### config.mk
export PLATFORM = sky130hd
export DESIGN_NAME = e203_exu_wbck_buf
export DESIGN_NICKNAME = d
export VERILOG_FILES = /design/src/rtl/e203_exu_pkg.sv /design/src/rtl/e203_exu_wbck_fifo.sv /design/src/rtl/e203_exu_wbck_buf.sv
export SDC_FILE = /design/constraint.sdc
export NUM_CORES = 1
export LEC_CHECK = 0
export CAP_MARGIN = 20
export CELL_PAD_IN_SITES_DETAIL_PLACEMENT = 1
export CELL_PAD_IN_SITES_GLOBAL_PLACEMENT = 1
export CORE_MARGIN = 5
export CORE_UTILIZATION = 40
export CTS_BUF_LIST = sky130_fd_sc_hd__clkbuf_8
export DETAILED_ROUTE_END_ITERATION = 7
export GPL_ROUTABILITY_DRIVEN = 0
export PLACE_DENSITY = 0.85
export SLEW_MARGIN = 20
export SYNTH_ARGS = -nofsm -noshare
export SYNTH_HDL_FRONTEND = slang
export SYNTH_HIERARCHICAL = 1
export SYNTH_SLANG_ARGS = --single-unit
### constraint.sdc
create_clock -name clk -period 6.1 [get_ports clk]
set_input_delay 1.22 -clock clk [delete_from_list [all_inputs] [get_ports clk]]
set_output_delay 1.22 -clock clk [all_outputs]
set_load 0.01 [all_outputs]
### src/rtl/e203_exu_pkg.sv
// Shared EXU write-back types: default widths, the buffered entry layout and
// the per-cycle register-file port grant encoding.
package e203_exu_pkg;

    localparam int XLEN_DEF    = 32;
    localparam int RFIDX_W_DEF = 5;

    typedef struct packed {
        logic [XLEN_DEF-1:0]    wdat;
        logic [RFIDX_W_DEF-1:0] rdidx;
    } wbck_ent_t;

    typedef enum logic [1:0] {
        GNT_NONE  = 2'd0,
        GNT_LONGP = 2'd1,
        GNT_ALU   = 2'd2
    } gnt_e;

endpackage

### src/rtl/e203_exu_wbck_fifo.sv
// Small synchronous FIFO with occupancy count; head data is visible whenever
// the FIFO is non-empty. Overflowing pushes and underflowing pops are ignored.
module e203_exu_wbck_fifo #(
    parameter int W     = 37,
    parameter int DEPTH = 2
) (
    input  logic                       clk,
    input  logic                       rst,
    input  logic                       push_i,
    input  logic [W-1:0]               push_dat_i,
    input  logic                       pop_i,
    output logic [W-1:0]               head_dat_o,
    output logic [$clog2(DEPTH+1)-1:0] cnt_o,
    output logic                       full_o,
    output logic                       empty_o
);

    localparam int PW = $clog2(DEPTH);
    localparam int CW = $clog2(DEPTH+1);

    logic [W-1:0]  mem_q [DEPTH];
    logic [PW-1:0] wr_ptr_q, wr_ptr_d;
    logic [PW-1:0] rd_ptr_q, rd_ptr_d;
    logic [CW-1:0] cnt_q, cnt_d;
    logic          push_ok, pop_ok;

    assign full_o     = (cnt_q == CW'(DEPTH));
    assign empty_o    = (cnt_q == '0);
    assign push_ok    = push_i && !full_o;
    assign pop_ok     = pop_i && !empty_o;
    assign head_dat_o = mem_q[rd_ptr_q];
    assign cnt_o      = cnt_q;

    // DEPTH is a power of two, so pointer wrap is the natural overflow.
    always_comb begin
        wr_ptr_d = wr_ptr_q;
        rd_ptr_d = rd_ptr_q;
        cnt_d    = cnt_q;
        if (push_ok) wr_ptr_d = wr_ptr_q + PW'(1);
        if (pop_ok)  rd_ptr_d = rd_ptr_q + PW'(1);
        case ({push_ok, pop_ok})
            2'b10:   cnt_d = cnt_q + CW'(1);
            2'b01:   cnt_d = cnt_q - CW'(1);
            default: cnt_d = cnt_q;
        endcase
    end

    always_ff @(posedge clk) begin
        if (rst) begin
            wr_ptr_q <= '0;
            rd_ptr_q <= '0;
            cnt_q    <= '0;
        end else begin
            wr_ptr_q <= wr_ptr_d;
            rd_ptr_q <= rd_ptr_d;
            cnt_q    <= cnt_d;
        end
    end

    always_ff @(posedge clk) begin
        if (push_ok) mem_q[wr_ptr_q] <= push_dat_i;
    end

endmodule

### src/rtl/e203_exu_wbck_buf.sv
// ALU write-back buffer merged with long-pipe write-backs onto one registered
// register-file port; long-pipe wins unless the buffered ALU head has starved.
module e203_exu_wbck_buf
    import e203_exu_pkg::*;
#(
    parameter int XLEN       = XLEN_DEF,
    parameter int RFIDX_W    = RFIDX_W_DEF,
    parameter int DEPTH      = 2,
    parameter int STARVE_LIM = 4
) (
    input  logic                       clk,
    input  logic                       rst,
    input  logic                       alu_wbck_i_valid,
    output logic                       alu_wbck_i_ready,
    input  logic [XLEN-1:0]            alu_wbck_i_wdat,
    input  logic [RFIDX_W-1:0]         alu_wbck_i_rdidx,
    input  logic                       longp_wbck_i_valid,
    output logic                       longp_wbck_i_ready,
    input  logic [XLEN-1:0]            longp_wbck_i_wdat,
    input  logic [RFIDX_W-1:0]         longp_wbck_i_rdidx,
    output logic                       rf_wbck_o_ena,
    output logic [XLEN-1:0]            rf_wbck_o_wdat,
    output logic [RFIDX_W-1:0]         rf_wbck_o_rdidx,
    output logic [$clog2(DEPTH+1)-1:0] buf_cnt,
    output logic                       wbck_busy
);

    localparam int EW = XLEN + RFIDX_W;
    localparam int SW = $clog2(STARVE_LIM+1);
    localparam logic [SW-1:0] STARVE_MAX = SW'(STARVE_LIM);

    logic [EW-1:0]      head_ent;
    logic               fifo_full, fifo_empty, head_vld, frc_gnt;
    gnt_e               gnt;
    logic [SW-1:0]      starve_q, starve_d;
    logic               ena_q, ena_d;
    logic [XLEN-1:0]    wdat_q, wdat_d;
    logic [RFIDX_W-1:0] rdidx_q, rdidx_d;

    e203_exu_wbck_fifo #(
        .W     (EW),
        .DEPTH (DEPTH)
    ) u_fifo (
        .clk        (clk),
        .rst        (rst),
        .push_i     (alu_wbck_i_valid),
        .push_dat_i ({alu_wbck_i_wdat, alu_wbck_i_rdidx}),
        .pop_i      (gnt == GNT_ALU),
        .head_dat_o (head_ent),
        .cnt_o      (buf_cnt),
        .full_o     (fifo_full),
        .empty_o    (fifo_empty)
    );

    assign head_vld           = !fifo_empty;
    assign frc_gnt            = head_vld && (starve_q == STARVE_MAX);
    assign alu_wbck_i_ready   = !fifo_full;
    assign longp_wbck_i_ready = !frc_gnt;

    always_comb begin
        gnt      = GNT_NONE;
        starve_d = starve_q;
        ena_d    = 1'b0;
        wdat_d   = wdat_q;
        rdidx_d  = rdidx_q;
        if (frc_gnt)                 gnt = GNT_ALU;
        else if (longp_wbck_i_valid) gnt = GNT_LONGP;
        else if (head_vld)           gnt = GNT_ALU;

        // A head that is not granted can only have lost to the long pipe.
        if (!head_vld || gnt == GNT_ALU) starve_d = '0;
        else if (starve_q != STARVE_MAX) starve_d = starve_q + SW'(1);

        case (gnt)
            GNT_ALU: begin
                wdat_d  = head_ent[EW-1:RFIDX_W];
                rdidx_d = head_ent[RFIDX_W-1:0];
                ena_d   = (head_ent[RFIDX_W-1:0] != '0);
            end
            GNT_LONGP: begin
                wdat_d  = longp_wbck_i_wdat;
                rdidx_d = longp_wbck_i_rdidx;
                ena_d   = (longp_wbck_i_rdidx != '0);
            end
            default: ;
        endcase
    end

    always_ff @(posedge clk) begin
        if (rst) begin
            starve_q <= '0;
            ena_q    <= 1'b0;
            wdat_q   <= '0;
            rdidx_q  <= '0;
        end else begin
            starve_q <= starve_d;
            ena_q    <= ena_d;
            wdat_q   <= wdat_d;
            rdidx_q  <= rdidx_d;
        end
    end

    assign rf_wbck_o_ena   = ena_q;
    assign rf_wbck_o_wdat  = wdat_q;
    assign rf_wbck_o_rdidx = rdidx_q;
    assign wbck_busy       = (buf_cnt != '0) || ena_q;

endmodule

Yosys cells after proc, flatten, opt, wreduce, memory -nomap -nowiden
Memory sizes are Yosys's and may differ from the RTL's. A register that Yosys moved wholly into a read port is not among the register bits. Index checks and enable logic that the tools add are counted. W data, S select, Z words.

Flip-flop bits (word level): 45. Memory bits (writable): 74. Bits of input ports: 78. Output and inout bits: 43. Word-level logic and storage cells: 46. Memories kept: 1.

Add/sub/neg operators: 5. Equality and inequality tests: 7. Muxes and demuxes: 11. Reduce and logical (&&, ||, !) cells: 15.

Memories: u_fifo.mem_q (words 2, bits a word 37, read ports 1, clocked after memory_dff 1, wr ports 1, line e203_exu_wbck_fifo.sv:21) `logic [W-1:0] mem_q [DEPTH];`.

Operator list (count): $pmux W32 S2 (1); $pmux W5 S2 (1); $reduce_bool A5 Y1 (2); $eq A2 B2 Y1 const B (3); $mux W2 (3); $reduce_bool A2 Y1 (3); $eq A2 B1 Y1 const B (2); $mux W1 (4); $pmux W2 S2 (1); $add A3 B1 Y3 const B (1); $eq A3 B3 Y1 const B (1); $logic_and A1 B1 Y1 (3); $logic_not A1 Y1 (3); $ne A3 B3 Y1 const B (1); $add A1 B1 Y1 const B (2); $add A2 B1 Y2 const B (1); $logic_not A2 Y1 (1); $logic_or A1 B1 Y1 (2); $pmux W1 S2 (1); $reduce_or A2 Y1 (1); $sub A2 B1 Y2 const B (1).

Logic depth before layout (Yosys ltp)
Gate-level depths: netlist of the first run.

Word-level depth: 8. Mapped depth: 11.

Modules after synthesis
The synthesis of the first run kept the hierarchy.

Modules (own cells, without submodules): e203_exu_wbck_fifo (instances 1, cells each 141, area each 2882.8 sq um); e203_exu_wbck_buf (instances 1, cells each 194, area each 2168.3 sq um).

Worst setup path after synthesis of the first run
OpenSTA, ideal clock, no wires.

Path type: input -> register. Start: input port alu_wbck_i_valid. End: memory u_fifo.mem_q[0][0], enable pin. Setup time: 392 ps. Data arrival time: 2346 ps. Required time: 5708 ps. Slack: 3363 ps. Stages: 3. Buffers on the path: 0. Path through: inv_1 -> or3_1 -> inv_1.

Word-level cells in the longest chain between the ends: 3.

RTL lines: start: declaration (line e203_exu_wbck_buf.sv:13) `input logic alu_wbck_i_valid,`; $logic_and A1 B1 Y1 (line e203_exu_wbck_fifo.sv:29) `assign push_ok = push_i && !full_o;`; $mux W1 (line e203_exu_wbck_fifo.sv:61) `if (push_ok) mem_q[wr_ptr_q] <= push_dat_i;`; $mux W1 (implied by the code) (line e203_exu_wbck_fifo.sv:61); end: declaration (line e203_exu_wbck_fifo.sv:21).

No other way between the ends.

Worst setup path after layout of the first run
Start: input port longp_wbck_i_valid. End: register wdat_q[20], in the netlist rf_wbck_o_wdat[20].

Word-level cells in the longest chain between the ends: 4. Elaborated cells between the ends (all ways): 6. Classes of those cells: eq/ne (2); mux (3); reduce/logical (1).

RTL lines: start: declaration (line e203_exu_wbck_buf.sv:17) `input logic longp_wbck_i_valid,`; $mux W2 (*) (line e203_exu_wbck_buf.sv:67) `else if (longp_wbck_i_valid) gnt = GNT_LONGP;`; $mux W2 (*) (line e203_exu_wbck_buf.sv:66) `if (frc_gnt) gnt = GNT_ALU;`; $eq A2 B1 Y1 / $eq A2 B2 Y1 (equally long branches) (line e203_exu_wbck_buf.sv:74) `case (gnt)`; $pmux W32 S2 / $reduce_bool A2 Y1 (equally long branches); end signal: assignment (line e203_exu_wbck_buf.sv:98) `wdat_q <= wdat_d;`; end: declaration (line e203_exu_wbck_buf.sv:37) `logic [XLEN-1:0] wdat_q, wdat_d;`.

Every way passes the cells marked *; elsewhere a longest branch is shown, timed or not. A chain may end at the register's enable or synchronous reset.

==> results of run 1 <==
## cell usage after synthesis, types with 2 or more instances
cell type	n	area [um2]
a21oi_1	3	15.0
buf_12	3	60.1
buf_2	4	20.0
buf_4	4	30.0
clkbuf_1	4	15.0
dfxtp_1	46	921
edfxtp_1	74	2220
ha_1	6	75.1
inv_1	6	22.5
mux2_1	16	180
mux2_2	28	315
mux2_4	30	450
mux2i_1	37	370
nand2_1	5	18.8
nor2_1	44	165
o21ai_0	4	20.0
or3_1	4	25.0
or4_1	2	15.0
xnor2_1	3	26.3
## cell families after synthesis
group                      count (synthesis)  share of synthesized area
DFF                                      120                      0.622
AOI/OAI and AO/OA                         10                     0.0114
muxes                                    111                      0.261
buffers and inverters                     23                     0.0322
adders and majority gates                  6                     0.0149
xor gates and xnor gates                   4                    0.00694
and+or+nand+nor                           61                     0.0518
## sequential cells by signal, summed over array words and instances (netlist names), named ones only
name and cells:
rf_wbck_o_rdidx 5, u_fifo/rd_ptr_q 1, rf_wbck_o_ena 1, u_fifo/mem_q 74
rf_wbck_o_wdat 32, u_fifo/wr_ptr_q 1, starve_q 3, u_fifo/cnt_o 2
## per-layer routing
layer | share of wire | routed length (um) | up-vias | global-route usage
met5 | 0 | 0 | - | 0
met4 | 0.014 | 160 | 0 | 0.0567
met2 | 0.53 | 6250 | 74 | 0.305
met1 | 0.40 | 4730 | 1535 | 0.171
li1 | - | - | 1469 | -
met3 | 0.048 | 560 | 12 | 0.0548
## layout by cell type, fill, tap and decap left out, drive strengths merged, types with 5 or more instances in the layout
cell	n
mux2i	37
inv	9
clkbuf	21
clkdlybuf4s50	119
dfxtp	46
edfxtp	74
mux2	74
nand2	5
nor2	44
ha	6
## worst max-delay path by stage
stage / endpoint / slack [ns] / cells after the start
after floorplan: u_fifo/mem_q[0][0]$_DFFE_PP_ / 3.36 / 3
after global placement: rf_wbck_o_wdat[23]$_SDFFE_PP0P_ / 2.49 / 7
after detailed placement: rf_wbck_o_wdat[21]$_SDFFE_PP0P_ / 2.39 / 7
after CTS: rf_wbck_o_wdat[20]$_SDFFE_PP0P_ / 2.86 / 7
after global routing: rf_wbck_o_wdat[21]$_SDFFE_PP0P_ / 2.76 / 7
final: rf_wbck_o_wdat[20]$_SDFFE_PP0P_ / 2.86 / 7
## report_power, final
group | internal (mW) | total [mW] | switching [mW]
Sequential | 0.948 | 0.991 | 0.0434
Clock | 0.482 | 0.787 | 0.306
Combinational | 0.248 | 0.432 | 0.184
## critical path, delay by kind of cell
family | cells | cell delay, ns
buf+inv | 2 | 0.98
mux | 2 | 0.51
fa+ha+maj | 1 | 0.57
simple gates | 2 | 0.23
## layout make-up
cell class	instances	area, um2
clock buffer	21	289
clock inverter	11	153
fill	1263	5730
inverter	7	26.3
multi-input combinational	192	1750
sequential	120	3140
tap	172	215
timing repair buffer	122	1210
## per-stage QoR
stage	cell area, um2	total power [mW]	worst slack [ns]	hold WS, ns
after global placement	6350	1.42	2.49	0.470
final	6790	2.21	2.86	0.503
after CTS	6790	2.24	2.86	0.503
after floorplan	5050	1.26	3.36	0.452
after global routing	6790	2.31	2.76	0.533
after detailed placement	6350	1.44	2.39	0.493
==> results.md, run 1 <==
- Status: complete, no violations
- Final WL: about 12 mm
- Sequential fraction of the synthesis area: 0.622
- Hold path cells: 2
- Post-synth ARST share: 0
- Most used DFF post-synth: edfxtp_1
- Maxcap violations: 0
- CP arrival: 3.53 ns
- Post-Place Cells: 613
- Cell Pwr Density: 326 mW/mm2
- Post-CTS Setup Bufs: 0
- TritonRoute pass-1 iters: 4
- Final setup viols: 0
- GR Util All Layers: 0.164
- # resized after CTS: 0
- RSZ-0062 raised after global routing: no
- Setup TNS: 0 ns
- Vias per inst: ~4.8
- Critical path endpoint category: flip-flop
- Crit path kind: input port to flip-flop
- Final core utilization: 0.542
- DR vias: just over 3000
- Die X: around 120 um
- Syn Area/Cell: 15.1 um2
- Area Overhead vs Synth: 34.4%
- CTS tree: built
- Root buffer cell: clkbuf_8
- Clock skew: ~0.011 ns
- Starting density of the core: 0.404
- Synth warn: 6
- Post-Synthesis Cells: ~340
- Ports: roughly 120
- Critical path launch point type: input port
- Leakage: about 2.6 nW
- Maximum buffer depth of the clock tree: 2
- Port Buf Inserts: between 100 and 150
- Routed len/inst: about 18 um
- Fraction of layout cells with a size suffix above 1: 0.205
- Initial drt markers: around 130
- CTS buffer count: 17
- Crit path cell chain: clkdlybuf4s50_1 -> and2_1 -> ha_2 -> buf_4 -> mux2_4 -> mux2i_1 -> nor2_1
- Crit path from: longp_wbck_i_valid
- First-pass GRT wire length: between 15 and 20 mm
- Hold Crit Class: flip-flop to flip-flop
- Clk_lat worst skew: between 0.4 and 0.5 ns
- Register bit count reported by yosys: 120
- HPWL Detailed: between 7 and 8 mm
- Relative slew slack: 0.321
- WHS Endpoint: rf_wbck_o_wdat[9]$_SDFFE_PP0P_
- # DRC: 0
- Number of nets still failing antenna checks after routing: 0
- Final worst path period need: between 3 and 4 ns
- Max Slew Vio Count: 0
- Total die area: roughly 0.015 mm2
- Total global routing overflow: 0
- R2R Path End: rf_wbck_o_wdat[20]$_SDFFE_PP0P_
- Yosys cell types: 31
- Final hold vios: 0
- Syn Nets: 419
- Largest net degree at the start of global routing: 45
- Die height: 122 um
- Max IR drop VDD: 0.182 mV
- Setup slack, reg-to-reg: approximately 3.2 ns
- Sink Count: 120
- Critical Path RT: 6.39 ns
- # hold bufs at CTS: 0
- Final net count: 544
- Placeable Area: 0.0125 mm2
- Post-synth EDFFs: 74
- Worst-Margin Slew: 1.02 ns
- Non-filler instance count after layout: about 650
- Worst r2r path cells: 10
- Clock transition at the registers of the reported paths: 0.07 ns
- Hold Path Origin: rf_wbck_o_wdat[9]$_SDFFE_PP0P_
- H-Tree Level Count: 4
- Crit-path max cell delay: between 0.5 and 0.6 ns
- Final period util: 0.532
- Rows: slightly above 40
- Antenna violations before repair: 0
- Post-Syn Area: 0.00505 mm2
- Vias in the first global route: 3461
- CP max-delay cell: ha_2
- R2R Path Start: starve_q[0]$_SDFFE_PP0P_
- Fmax: 0.308 GHz
- Max FO, Critical Path: 20
- Antenna cell count: 0
Power figures use the tool's default switching activity.
==> run 2: changes to the inputs <==
- clock period: 6.1 -> 3.23 ns (I/O delays scaled with it)
==> run 2 against run 1 <==
Sequential share of layout area shrank 0.18 points. Die area stayed put. Wire length is 0.60% higher. Via count rose by 1.1%. Sequential power rose by 88%. First-iteration DRC count decreased by 10%. Combinational power increased by 99%. Register-to-register slack lost 2.4 ns. Critical endpoint is now longp_wbck_i_ready. Largest power group unchanged.
==> results.md, run 2 (synthesis gave the netlist of run 1 again) <==
- Status: complete, no violations
- First-pass GRT wire length: around 18 mm
- Starting density of the core: 0.404
- Die height: approximately 120 um
- Final setup viols: 0
- Final WL: roughly 12 mm
- Fmax: between 0.3 and 0.4 GHz
- CP max-delay cell: clkdlybuf4s50_1
- Cell Pwr Density: a little under 600 mW/mm2
- RSZ-0062 raised after global routing: no
- Routed len/inst: around 18 um
- Fraction of layout cells with a size suffix above 1: 0.211
- CP arrival: roughly 2 ns
- Relative slew slack: 0.344
- Leakage: 2.63 nW
- Final worst path period need: 2.66 ns
- Largest Register: u_fifo/mem_q
- Area Overhead vs Synth: 35.0%
- Placeable Area: approximately 0.013 mm2
- Die X: around 120 um
- Final net count: between 500 and 600
- H-Tree Level Count: 4
- Crit-path max cell delay: a little under 0.5 ns
- CTS tree: built
- Final hold vios: 0
- Crit path cell chain: inv_1 -> ha_1 -> nand2_1 -> or2_2 -> clkdlybuf4s50_1
- Crit path kind: flip-flop to output port
- Total power: around 4 mW
- Worst-Margin Slew: 0.984 ns
- Critical path launch point type: flip-flop
- Post-CTS Setup Bufs: 0
- Root buffer cell: clkbuf_8
- Vias per inst: 4.81
- TritonRoute pass-1 iters: 4
- Setup TNS: 0 ns
- Clock transition at the registers of the reported paths: around 0.070 ns
- GR Util All Layers: 0.164
- Antenna violations before repair: 0
- Maximum buffer depth of the clock tree: 2
- Port Buf Inserts: 120
- Max reg flops: 74
- HPWL Detailed: ~8 mm
- Cell Area, Placed: between 0.006 and 0.007 mm2
- Max IR drop VDD: approximately 0.29 mV
- Clock skew: between 0.009 and 0.01 ns
- Total global routing overflow: 0
- Sink Count: 120
- Commonest non-fill, non-tap cells in the layout: 119 x clkdlybuf4s50_1, 74 x edfxtp_1, 45 x dfxtp_1, 44 x nor2_1, 37 x mux2i_1
- Rows: just over 40
- Initial drt markers: approximately 110
- Largest net degree at the start of global routing: 45
- Total die area: between 0.01 and 0.015 mm2
- Commonest non-fill, non-tap cell in the layout: clkdlybuf4s50_1
- Max FO, Critical Path: 4
- Hold Crit Class: flip-flop to flip-flop
- Critical Path RT: between 2 and 3 ns
- Max Slew Vio Count: 0
- Clk_lat worst skew: between 0.4 and 0.5 ns
- DR vias: around 3100
- # DRC: 0
- Vias in the first global route: about 3600
- Antenna cell count: 0
- Ports: between 100 and 150
- Critical path endpoint category: output port
- CTS buffer count: 17
- Final period util: 0.824
- Maxcap violations: 0
- Number of nets still failing antenna checks after routing: 0
- Final instance area: between 0.006 and 0.007 mm2
- # resized after CTS: 0
- # hold bufs at CTS: 0
==> run 2: changes by cell type in the layout (fill, tap and decap cells not counted), sizes merged <==
cell,delta
inv,+2
clkinv,+3
buf,+5
clkbuf,-4
bufinv,-1
==> run 2: power by group <==
part           internal (mW)  switching, mW
registers               1.79         0.0697
clock network          0.739          0.553
logic                  0.496          0.364
==> run 2: metrics by stage <==
stage               std cells  hold WS [ns]   util  setup slack [ns]
detailed placement        618         0.491  0.514             0.532
floorplan                 335         0.452      -              1.03
global route              650         0.531  0.545             0.442
global placement          618         0.469  0.514             0.688
finish                    650         0.498  0.545             0.569
CTS                       650         0.505  0.545             0.513
==> run 2: critical path, delay by kind of cell, from the launching register on <==
kind,cells,cell delay (ns)
adders and majority gates,1,0.19
and+or+nand+nor,2,0.49
buffers and inverters,2,0.56
DFF,1,0.35
==> run 2: final cells by class <==
cell class                      count  area [um2]
Clock buffer                       17         234
Clock inverter                     15         146
Fill cell                        1272        5700
Inverter                            7        26.3
Multi-Input combinational cell    192        1750
Sequential cell                   120        3140
Tap cell                          172         215
Timing Repair Buffer              127        1300
==> run 2: final timing paths <==
path | startpoint | depth (start not counted) | slack (ns) | endpoint
worst max register to register | starve_q[0]$_SDFFE_PP0P_ | 10 | 0.77 | rf_wbck_o_wdat[9]$_SDFFE_PP0P_
worst min register to register | u_fifo/wr_ptr_q$_SDFFE_PP0P_ | 2 | 0.50 | u_fifo/wr_ptr_q$_SDFFE_PP0P_
worst max-delay path | starve_q[0]$_SDFFE_PP0P_ | 5 | 0.57 | longp_wbck_i_ready
worst min-delay path | u_fifo/wr_ptr_q$_SDFFE_PP0P_ | 2 | 0.50 | u_fifo/wr_ptr_q$_SDFFE_PP0P_
==> run 2: routing by layer <==
metal	wire, um	vias to the layer above	GRT usage	part of all wire
met5	0	-	0	0
li1	-	1477	-	-
met1	4630	1560	0.173	0.39
met2	6470	74	0.303	0.55
met3	506	14	0.0493	0.043
met4	172	0	0.0651	0.015
